--- src/rtl/stack_unit_pkg.sv ---
// Shared CPU package: the stack opcodes used by the instruction decoder
// and by stack_unit.
package stack_unit_pkg;

    typedef enum logic [2:0] {
        OP_NOP  = 3'b000,
        OP_PUSH = 3'b001,
        OP_POP  = 3'b010,
        OP_DUP  = 3'b011,
        OP_SWAP = 3'b100
    } op_e;

endpackage : stack_unit_pkg

--- src/rtl/stack_unit_if.sv ---
// Bus between the decoder (master) and the stack unit (slave): the opcode
// and operand in, registered stack state out.
interface stack_unit_if #(
    parameter int WIDTH = 8
) ();

    logic [2:0]       op;
    logic [WIDTH-1:0] push_data;
    logic [WIDTH-1:0] stack_output;
    logic [WIDTH-1:0] temp1;
    logic             empty;
    logic             full;
    logic             err;

    modport master (
        output op, push_data,
        input  stack_output, temp1, empty, full, err
    );

    modport slave (
        input  op, push_data,
        output stack_output, temp1, empty, full, err
    );

endinterface : stack_unit_if

--- src/rtl/stack_unit_regfile.sv ---
// Stack storage: one write port and two read ports that return the top and
// second entries of the array, whose fill level is given by i_level.
module stack_regfile #(
    parameter int WIDTH = 8,
    parameter int DEPTH = 16
) (
    input  logic                     clk,
    input  logic                     i_we,
    input  logic [$clog2(DEPTH)-1:0] i_waddr,
    input  logic [WIDTH-1:0]         i_wdata,
    input  logic [$clog2(DEPTH)-1:0] i_level,
    output logic [WIDTH-1:0]         o_rd_top,
    output logic [WIDTH-1:0]         o_rd_next
);

    localparam int AW = $clog2(DEPTH);

    logic [WIDTH-1:0] r_mem [DEPTH];

    // NOTE: storage has no reset; the level and the gating in stack_unit
    // keep unwritten entries away from the outputs.
    always_ff @(posedge clk) begin
        if (i_we) begin
            r_mem[i_waddr] <= i_wdata;
        end
    end

    assign o_rd_top  = r_mem[i_level - AW'(1)];
    assign o_rd_next = r_mem[i_level - AW'(2)];

endmodule : stack_regfile

--- src/rtl/stack_unit.sv ---
// Hardware stack. TOS and NOS are held in output registers; the array below
// TOS holds entries 0..count-2, so every op needs at most one array write.
module stack_unit
    import stack_unit_pkg::*;
#(
    parameter int WIDTH = 8,
    parameter int DEPTH = 16
) (
    input  logic       clk,
    input  logic       reset,
    stack_unit_if.slave bus
);

    localparam int AW = $clog2(DEPTH);
    localparam int CW = AW + 1;
    localparam logic [CW-1:0] C_DEPTH = CW'(DEPTH);

    logic [CW-1:0]    r_count;
    logic [WIDTH-1:0] r_tos;
    logic [WIDTH-1:0] r_nos;
    logic             r_empty;
    logic             r_full;
    logic             r_err;

    logic [CW-1:0]    w_count_nxt;
    logic [WIDTH-1:0] w_tos_nxt;
    logic [WIDTH-1:0] w_nos_nxt;
    logic             w_illegal;
    logic             w_we;
    logic [AW-1:0]    w_waddr;
    logic [AW-1:0]    w_level;
    logic [WIDTH-1:0] w_rd_top;
    logic [WIDTH-1:0] w_rd_next;

    // Entries in the array are everything below TOS: count-1 of them.
    assign w_level = AW'(r_count - CW'(1));

    stack_regfile #(
        .WIDTH (WIDTH),
        .DEPTH (DEPTH)
    ) u_regfile (
        .clk       (clk),
        .i_we      (w_we),
        .i_waddr   (w_waddr),
        .i_wdata   (r_tos),
        .i_level   (w_level),
        .o_rd_top  (w_rd_top),
        .o_rd_next (w_rd_next)
    );

    // NOTE: every output of this block gets a default first, so no latches.
    always_comb begin
        w_count_nxt = r_count;
        w_tos_nxt   = r_tos;
        w_nos_nxt   = r_nos;
        w_illegal   = 1'b0;
        w_we        = 1'b0;
        w_waddr     = AW'(r_count - CW'(1));
        case (bus.op)
            OP_PUSH: begin
                if (r_count == C_DEPTH) begin
                    w_illegal = 1'b1;
                end else begin
                    w_we        = (r_count != '0);
                    w_count_nxt = r_count + CW'(1);
                    w_tos_nxt   = bus.push_data;
                    w_nos_nxt   = r_tos;
                end
            end
            OP_POP: begin
                if (r_count == '0) begin
                    w_illegal = 1'b1;
                end else begin
                    w_count_nxt = r_count - CW'(1);
                    w_tos_nxt   = (r_count >= CW'(2)) ? w_rd_top  : '0;
                    w_nos_nxt   = (r_count >= CW'(3)) ? w_rd_next : '0;
                end
            end
            OP_DUP: begin
                if (r_count == '0 || r_count == C_DEPTH) begin
                    w_illegal = 1'b1;
                end else begin
                    w_we        = 1'b1;
                    w_count_nxt = r_count + CW'(1);
                    w_nos_nxt   = r_tos;
                end
            end
            OP_SWAP: begin
                if (r_count < CW'(2)) begin
                    w_illegal = 1'b1;
                end else begin
                    // Old TOS becomes NOS and must also land in the array slot.
                    w_we      = 1'b1;
                    w_waddr   = AW'(r_count - CW'(2));
                    w_tos_nxt = r_nos;
                    w_nos_nxt = r_tos;
                end
            end
            default: ;
        endcase
    end

    // NOTE: sequential state uses non-blocking assignments only.
    always_ff @(posedge clk) begin
        if (!reset) begin
            r_count <= '0;
            r_tos   <= '0;
            r_nos   <= '0;
            r_empty <= 1'b1;
            r_full  <= 1'b0;
            r_err   <= 1'b0;
        end else begin
            r_count <= w_count_nxt;
            r_tos   <= w_tos_nxt;
            r_nos   <= w_nos_nxt;
            r_empty <= (w_count_nxt == '0);
            r_full  <= (w_count_nxt == C_DEPTH);
            r_err   <= r_err | w_illegal;
        end
    end

    assign bus.stack_output = r_tos;
    assign bus.temp1        = r_nos;
    assign bus.empty        = r_empty;
    assign bus.full         = r_full;
    assign bus.err          = r_err;

endmodule : stack_unit

--- src/flat_wrapper.sv ---
// flat-port wrapper written by rule: the top's interface ports become plain ports
module stack_unit_flat import stack_unit_pkg::*;
#(
    parameter int WIDTH = 8,
    parameter int DEPTH = 16
)
  (clk, reset, bus_op, bus_push_data, bus_stack_output, bus_temp1, bus_empty, bus_full, bus_err);
  stack_unit_if #(.WIDTH(WIDTH)) bus_i ();
  input  logic clk;
  input  logic reset;
  input wire logic [$bits(bus_i.op)-1:0] bus_op;
  input wire logic [$bits(bus_i.push_data)-1:0] bus_push_data;
  output wire logic [$bits(bus_i.stack_output)-1:0] bus_stack_output;
  output wire logic [$bits(bus_i.temp1)-1:0] bus_temp1;
  output wire logic [$bits(bus_i.empty)-1:0] bus_empty;
  output wire logic [$bits(bus_i.full)-1:0] bus_full;
  output wire logic [$bits(bus_i.err)-1:0] bus_err;
  assign bus_i.op = bus_op;
  assign bus_i.push_data = bus_push_data;
  assign bus_stack_output = bus_i.stack_output;
  assign bus_temp1 = bus_i.temp1;
  assign bus_empty = bus_i.empty;
  assign bus_full = bus_i.full;
  assign bus_err = bus_i.err;
  stack_unit #(.WIDTH(WIDTH), .DEPTH(DEPTH)) u_core (.clk(clk), .reset(reset), .bus(bus_i));
endmodule
--- config.mk ---
export PLATFORM = sky130hd
export DESIGN_NAME = stack_unit_flat
export DESIGN_NICKNAME = d
export VERILOG_FILES = /design/src/rtl/stack_unit_pkg.sv /design/src/rtl/stack_unit_if.sv /design/src/rtl/stack_unit_regfile.sv /design/src/rtl/stack_unit.sv /design/src/flat_wrapper.sv
export SDC_FILE = /design/constraint.sdc
export NUM_CORES = 1
export LEC_CHECK = 0
export CAP_MARGIN = 10
export CORE_MARGIN = 1.5
export CORE_UTILIZATION = 48
export DETAILED_ROUTE_END_ITERATION = 10
export PLACE_DENSITY = 0.74
export SLEW_MARGIN = 20
export SYNTH_ARGS = -nofsm -noshare
export SYNTH_HDL_FRONTEND = slang
export SYNTH_SLANG_ARGS = --single-unit
--- constraint.sdc ---
create_clock -name clk -period 8.75 [get_ports clk]
set_clock_uncertainty 0.2 [all_clocks]
set_input_delay 2.625 -clock clk [delete_from_list [all_inputs] [get_ports clk]]
set_output_delay 2.625 -clock clk [all_outputs]
set_load 0.005 [all_outputs]
# Word level (Yosys, flattened, before mapping)
# Memories as Yosys holds them, arrays and structs flattened.
# Index checks and enable logic that the tools add are counted.
classes:
  n_reduce_logical: 8
  add_sub_neg: 5
  bitwise_logic: 1
  magnitude_cmp: 3
  eq_ne: 10
  n_mux: 28
op_table:
  columns: ["operator", "n"]
  rows:
  - ["8-bit two-way mux", 9]
  - ["8-bit one-hot mux with 4 select lines", 1]
  - ["8-bit one-hot mux with 3 select lines", 1]
  - ["5-bit two-way mux", 3]
  - ["5-bit one-hot mux with 3 select lines", 1]
  - ["5-bit equality test, second input constant", 2]
  - ["5-bit by 2-bit >= comparator with 1-bit output, second input constant", 2]
  - ["5-bit logical NOT", 2]
  - ["1-bit two-way mux", 9]
  - ["4-bit two-way mux", 2]
  - ["2-bit != test, second input constant", 4]
  - ["4-bit by 2-bit subtractor with 4-bit output, second input constant", 2]
  - ["3-bit by 2-bit equality test with 1-bit output, second input constant", 2]
  - ["5-bit by 1-bit adder with 5-bit output, second input constant", 1]
  - ["5-bit by 2-bit < comparator with 1-bit output, second input constant", 1]
  - ["5-bit AND reduction", 1]
  - ["5-bit nonzero test", 1]
  - ["5-bit by 1-bit subtractor with 5-bit output, second input constant", 1]
  - ["1-bit one-hot mux with 4 select lines", 1]
  - ["4-bit AND reduction", 1]
  - ["4-bit nonzero test", 1]
  - ["4-bit by 1-bit subtractor with 4-bit output, second input constant", 1]
  - ["3-bit by 1-bit equality test with 1-bit output, second input constant", 1]
  - ["3-bit equality test, second input constant", 1]
  - ["4 further kinds", 4]
word_totals:
  elab_cells: 62
  mem_count: 1
  mem_bits_rw: 128
  reg_bits: 24
mem_list:
  columns: ["name", "depth", "width", "read_ports", "rd_ports_with_merged_regs", "write_ports", "line_no", "rtl"]
  rows:
  - ["u_core.u_regfile.r_mem", 16, 8, 2, 0, 1, "stack_unit_regfile.sv:18", "logic [WIDTH-1:0] r_mem [DEPTH];"]

# Longest topological paths before layout
# Gate-level depths: netlist (run 1).
depth:
  word_depth: 6
  mapped_depth: 13
  mapped_depth_nobuf: 9

# Cells and area by module
# A second synthesis (run 1) with hierarchy kept.
unflattened:
  hier_cells: 500
  hier_area_um2: 7753.7
modules_own_cells:
  columns: ["mod", "area_each_um2", "cells_each", "instances", "seq_area_each_um2"]
  rows:
  - ["stack_regfile", 6119.6, 315, 1, 3843.7]
  - ["stack_unit", 1634.1, 185, 1, 480.5]

# Least setup slack after synthesis (run 1)
# Ideal clock, no wire load.
synth_timing:
  path_type: "input to register"
  from: "input port bus_op[1]"
  to: "memory u_core.u_regfile.r_mem[13][0], enable pin"
  required_ns: 8.180
  arrival_time_ns: 4.488
  stages: 7
  slack_ns: 3.692
  path_cell_list: "buf_2 > or3b_2 > nor2_2 > buf_2 > mux2i_1 > nand2_1 > nor2_1"
synth_between:
  elab_chain_cells: 4
synth_rtl:
  columns: ["item", "line_no", "rtl"]
  rows:
  - ["start, declared", "flat_wrapper.sv:11", "input wire logic [$bits(bus_i.op)-1:0] bus_op;"]
  - ["3-bit equality test, or another cell as far along", "stack_unit.sv:59", "case (bus.op)"]
  - ["1-bit one-hot mux with 3 select lines", "stack_unit.sv:59", null]
  - ["1-bit two-way mux", "stack_unit_regfile.sv:23", "if (i_we) begin"]
  - ["1-bit two-way mux (not written as such)", "stack_unit_regfile.sv:24", "r_mem[i_waddr] <= i_wdata;"]
  - ["end, declared", "stack_unit_regfile.sv:18", null]
# Several ways; a longest one is shown, not always the timed one.

# Worst setup path after layout (run 1)
layout_timing:
  from: "input port bus_op[1]"
  to: "memory u_core.u_regfile.r_mem[14][2], enable pin"
# The elaborated chain is that of the path after synthesis.

==> results.tsv, run 1 <==
metric	value	unit
num-fill-cells	1220	
syn_to_final_growth	13.77	%
max_stage_delay	0.74	ns
worstSetupEndpointType	register	
cts_resized	0	
path_max_fanout	27	
fin_nets	556	
drc	0	
cp.required	8.61	ns
yosysTopAreaCellShare	0.4881	
power.switching	639.1	uW
synth-compound-area-share	0.09978	
cts_max_level	4	
cts_tree	done	
async_flop_share	0	
whs	0.2648	ns
synth_cells	510	
ys_ff_latch	152	
yosys_warnings	0	
setup_viol	0	
relSlewSlack	0.2249	
drtPass1Iterations	5	
fin_setup_tns	0	ns
max_freq	170.9	MHz
synthSimpleGateAreaFrac	0.06530	
cts_root_buffer	clkbuf_16	
crit_slowest_cell	clkdlybuf4s50_1	
initial_utilization	0.4940	
p_clk_frac	0.342	
synthXorXnorAreaFrac	0.008580	
clkTransAtPathRegs	0.06	ns
grt_pass1_vias	4612	
crit_chain	clkdlybuf4s50_1 -> or3b_2 -> nor2_4 -> mux2i_1 -> nand2_1 -> nor2_1	
multi_input_comb_area	0.003348	mm2
cts_buffers	17	
drive_above_1_share	0.2532	
power	2.118	mW
synth_edf_count	128	
place_ws	2.225	ns
gp_congestion	0.8802	
crit_arrival	5.71	ns
max_slew.worst_pin.slew	1.151	ns
utilization	0.5620	
port_buffers	31	
grt_overflow	0	
cts_setup_buffers	0	
critPathTopFamily	simple AND/OR/NAND/NOR gates	
p_seq_frac	0.411	
dieArea	0.01718	mm2
grt_max_degree	73	
die-height	131.1	um
ys_top_cells_by_count	edfxtp_1, mux4_2, nor2_1, dfxtp_1, mux2i_1	
seqCellArea	0.004328	mm2
track_usage	0.2466	
yosysTopAreaCell	edfxtp_1	
synth_top_family_by_area	multiplexers	
drtIter0Drc	828	
p_comb_frac	0.247	
fin_crit	5.851	ns
ys_dominant_reg_cell	edfxtp_1	
cts_buffer_depth	2	
syn_nets	534	
setup_slack	2.899	ns
ys_types	64	
dp_hpwl	13700	um
grt_pass1_wl	29600	um
yosys-top-cells-area	edfxtp_1, mux4_2, dfxtp_1	
ant_nets	0	
drv_slew	0	
seq_area_frac_synth	0.5491	
synth_area_per_cell	15.44	um2
clock_latency	0.43	ns
boundaryPins	32	
std_cell_rows	46	
maxCapViolCount	0	
synth_fa_ha_area_frac	0.01748	
ir_worst_vdd	160.6	uV
power.density	236.4	mW/mm2
antenna_found_initial	0	
status	completed	
hold_buffers	0	
critical_path_class	in2reg	
p_leak	2.925	nW
yosysMostFrequentCell	edfxtp_1	
vias	5035	
fp.dieW	131.1	um
drt_wl_total	19940	um
start_kind	input port	
diodes	0	
finalCritPeriodShare	0.6686	
intPower	1.479	mW
final_hold_viol_count	0	
rsz0062_at_grt	no	
post_drt_wl_per_cell	26.20	um
cp_num_buf_inv	1	
min_path_type	reg2reg	
netlist_area	0.007875	mm2
coreArea	0.01594	mm2
cts.sinks	152	
vias_per_cell	6.616	
synthMuxAreaShare	0.2304	
switching_share	0.3017	
-- power by group through the flow --
stage / sequential (mW) / clock (mW) / combinational [mW]
after floorplan: 0.869 / 0 / 0.368
after global placement: 0.884 / 0 / 0.504
after detailed placement: 0.886 / 0 / 0.512
after CTS: 0.870 / 0.730 / 0.517
after global routing: 0.875 / 0.761 / 0.552
final: 0.871 / 0.724 / 0.523
-- metal layers --
layer,up-vias,GRT usage,share of wire
li1,2140,-,-
met2,293,0.3462,0.44
met3,43,0.08279,0.11
met5,-,0,0
met1,2559,0.3565,0.42
met4,0,0.09632,0.029
-- per-stage QoR --
step	instance area [um2]	cells
2_1_floorplan	7875	510
3_3_place_gp	8353	728
3_5_place_dp	8364	728
4_1_cts	8947	760
5_1_grt	8960	761
6_report	8960	761
-- cells in the final DEF, fill, tap and decap left out, types with 3 or more instances in the layout --
| master | Yosys | final |
|---|---|---|
| inv_6 | 0 | 6 |
| clkbuf_16 | 0 | 17 |
| and2_1 | 3 | 3 |
| dfxtp_1 | 24 | 23 |
| nand2b_1 | 6 | 6 |
| nor4b_1 | 3 | 3 |
| inv_1 | 16 | 16 |
| a22oi_1 | 8 | 8 |
| edfxtp_1 | 128 | 128 |
| buf_4 | 3 | 8 |
| inv_8 | 0 | 3 |
| o31ai_1 | 7 | 7 |
| xnor2_1 | 4 | 4 |
| nor3_1 | 5 | 5 |
| ha_1 | 11 | 10 |
| o21ai_0 | 16 | 16 |
| mux4_2 | 72 | 72 |
| mux2i_1 | 17 | 17 |
| a211oi_1 | 12 | 12 |
| nand2_1 | 15 | 15 |
| nor2_1 | 38 | 38 |
| a21oi_1 | 8 | 8 |
| clkdlybuf4s50_1 | 0 | 31 |
| a211o_1 | 8 | 8 |
| o211ai_1 | 8 | 8 |
| o22ai_1 | 3 | 3 |
| a22o_1 | 8 | 8 |
| o221a_2 | 7 | 7 |
-- state kept, by name, summed over array words and instances, names as in the netlist --
name                     count
u_core.u_regfile.r_mem     128
u_core.bus.stack_output      8
u_core.bus.temp1             8
u_core.r_count               5
u_core.bus.empty             1
u_core.bus.err               1
u_core.bus.full              1
-- cell families after synthesis --
group / Yosys count
AO/OA/AOI/OAI: 103
buffers and inverters: 52
flip-flops: 152
AND/OR/NAND/NOR: 95
adder cells (fa/ha/maj): 11
XOR/XNOR: 6
multiplexers: 91
-- final cells by class --
class,count,share of cell area
multi-input cells,306,0.3737
clock inverters,15,0.01760
well taps,216,0.03016
inverters,16,0.006703
repair buffers,39,0.04134
clock buffers,17,0.04748
flip-flops and latches,152,0.4830
-- path summary, 6_finish.rpt --
check                                    start  slack, ns                                       to  cells after the start
setup / recovery                     bus_op[1]       2.90  u_core.u_regfile.r_mem[14][2]$_DFFE_PP_                      6
hold / removal       u_core.bus.err$_SDFF_PN0_       0.26                u_core.bus.err$_SDFF_PN0_                      1
setup reg to reg  u_core.r_count[0]$_SDFF_PN0_       4.58         u_core.bus.temp1[4]$_SDFFE_PN0P_                      7
hold reg to reg      u_core.bus.err$_SDFF_PN0_       0.26                u_core.bus.err$_SDFF_PN0_                      1
No activity file was read; power rests on OpenSTA's default activity.
==> run 2, diff against run 1 <==
Clock period 8.75 ns to 6 ns, I/O delays scaled along.
==> results.tsv, run 2 (synthesis results as in run 1) <==
metric	value	unit	change
drt_wl_total	19420	um	was 19940 um
fin_crit	4.683	ns	
power.switching	923.0	uW	was 639.1 uW
diodes	0		unchanged
ir_worst_vdd	319.7	uV	was 160.6 uV
fp.dieW	131.1	um	unchanged
cts_setup_buffers	0		unchanged
power.density	345.7	mW/mm2	was 236.4 mW/mm2
cts_tree	done		unchanged
power	3.126	mW	was 2.118 mW
drc	0		unchanged
vias_per_cell	6.473		was 6.616
grt_overflow	0		unchanged
syn_to_final_growth	14.84	%	was 13.77%
clock_latency	0.44	ns	was 0.43 ns
num-fill-cells	1224		was 1220
drtIter0Drc	610		was 828
final_hold_viol_count	0		unchanged
final_cell_mix	edfxtp_1, mux4_2, nor2_1, clkdlybuf4s50_1, dfxtp_1		unchanged
max_slew.worst_pin.slew	1.043	ns	was 1.151 ns
hold_buffers	0		unchanged
cts_buffer_depth	2		unchanged
vias	4984		was 5035
p_seq_frac	0.403		was 0.411
cp_num_buf_inv	2		was 1
largest_reg_flops	128		unchanged
port_buffers	31		unchanged
p_comb_frac	0.252		was 0.247
die-height	131.1	um	unchanged
cts_resized	0		unchanged
worstSetupEndpointType	register		unchanged
cts_buffers	17		unchanged
seqCellArea	0.004328	mm2	unchanged
cp.required	5.86	ns	was 8.61 ns
finalCritPeriodShare	0.7804		
cts_max_level	4		unchanged
intPower	2.203	mW	was 1.479 mW
start_kind	input port		unchanged
dp_hpwl	13120	um	was 13700 um
max_stage_delay	0.66	ns	was 0.74 ns
final_common_cell	edfxtp_1		unchanged
track_usage	0.2441		was 0.2466
coreArea	0.01594	mm2	unchanged
p_leak	2.986	nW	was 2.925 nW
rsz0062_at_grt	no		unchanged
critPathTopFamily	simple AND/OR/NAND/NOR gates		unchanged
drive_above_1_share	0.2653		was 0.2532
crit_arrival	4.55	ns	was 5.71 ns
fin_nets	565		was 556
post_drt_wl_per_cell	25.23	um	was 26.20 um
multi_input_comb_area	0.003339	mm2	was 0.003348 mm2
boundaryPins	32		unchanged
grt_pass1_wl	29410	um	was 29600 um
antenna_found_initial	0		unchanged
status	completed		unchanged
switching_share	0.2952		was 0.3017
clkTransAtPathRegs	0.06	ns	about the same
gp_congestion	0.8828		was 0.8802
drtPass1Iterations	5		unchanged
grt_max_degree	73		unchanged
cts.sinks	152		unchanged
path_max_fanout	26		was 27
fin_setup_tns	0	ns	unchanged
largest-register	u_core.u_regfile.r_mem		unchanged
crit_chain	clkdlybuf4s50_1 -> or3b_2 -> nor2_2 -> buf_4 -> mux2i_1 -> nand2b_1 -> nor2_1		was clkdlybuf4s50_1 -> or3b_2 -> nor2_4 -> mux2i_1 -> nand2_1 -> nor2_1
grt_pass1_vias	4821		was 4612
ant_nets	0		unchanged
dieArea	0.01718	mm2	unchanged
setup_viol	0		unchanged
min_path_type	reg2reg		unchanged
initial_utilization	0.4940		unchanged
std_cell_rows	46		unchanged
crit_slowest_cell	clkdlybuf4s50_1		unchanged
drv_slew	0		unchanged
critical_path_class	in2reg		unchanged
relSlewSlack	0.3018		was 0.2249
cts_root_buffer	clkbuf_16		unchanged
maxCapViolCount	0		unchanged
p_clk_frac	0.345		was 0.342
max_freq	213.6	MHz	
==> run 2: metal layers <==
| layer | wire length, um | GRT usage |
|---|---|---|
| met1 | 8178 | 0.3403 |
| met2 | 9279 | 0.3794 |
| met3 | 1627 | 0.06331 |
| met4 | 338 | 0.07886 |
| met5 | 0 | 0 |
==> run 2: path summary, 6_finish.rpt <==
path | startpoint | to | slack [ns] | cells past startpoint
worst min register to register | u_core.bus.err$_SDFF_PN0_ | u_core.bus.err$_SDFF_PN0_ | 0.29 | 1
worst max-delay path | bus_op[0] | u_core.u_regfile.r_mem[7][4]$_DFFE_PP_ | 1.32 | 7
worst max register to register | u_core.r_count[1]$_SDFF_PN0_ | u_core.bus.temp1[2]$_SDFFE_PN0P_ | 2.26 | 8
worst min-delay path | u_core.bus.err$_SDFF_PN0_ | u_core.bus.err$_SDFF_PN0_ | 0.29 | 1
==> run 2: power by group through the flow <==
| stage | combinational [mW] | clock (mW) | sequential [mW] |
|---|---|---|---|
| 3_5_place_dp | 0.768 | 0 | 1.28 |
| 3_3_place_gp | 0.756 | 0 | 1.28 |
| 6_report | 0.789 | 1.08 | 1.26 |
| 5_1_grt | 0.836 | 1.13 | 1.27 |
| 4_1_cts | 0.776 | 1.09 | 1.26 |
| 2_1_floorplan | 0.536 | 0 | 1.27 |
==> run 2: per-stage QoR <==
stage	util	instances	setup slack (ns)	hold slack, ns	area, um2
finish	0.5673	770	1.317	0.2874	9044
global route	0.5673	770	1.095	0.3242	9044
CTS	0.5651	769	1.338	0.2846	9009
detailed placement	0.5282	737	0.8837	0.2704	8421
global placement	0.5282	737	0.9828	0.2495	8421
floorplan	-	510	1.767	0.2642	7875
==> run 2: cell type report <==
type                            count  share of cell area
Clock buffer                       18             0.04745
Clock inverter                     14             0.01757
Inverter                           16            0.006641
Multi-Input combinational cell    306              0.3693
Sequential cell                   152              0.4786
Tap cell                          216             0.02988
Timing Repair Buffer               48             0.05064
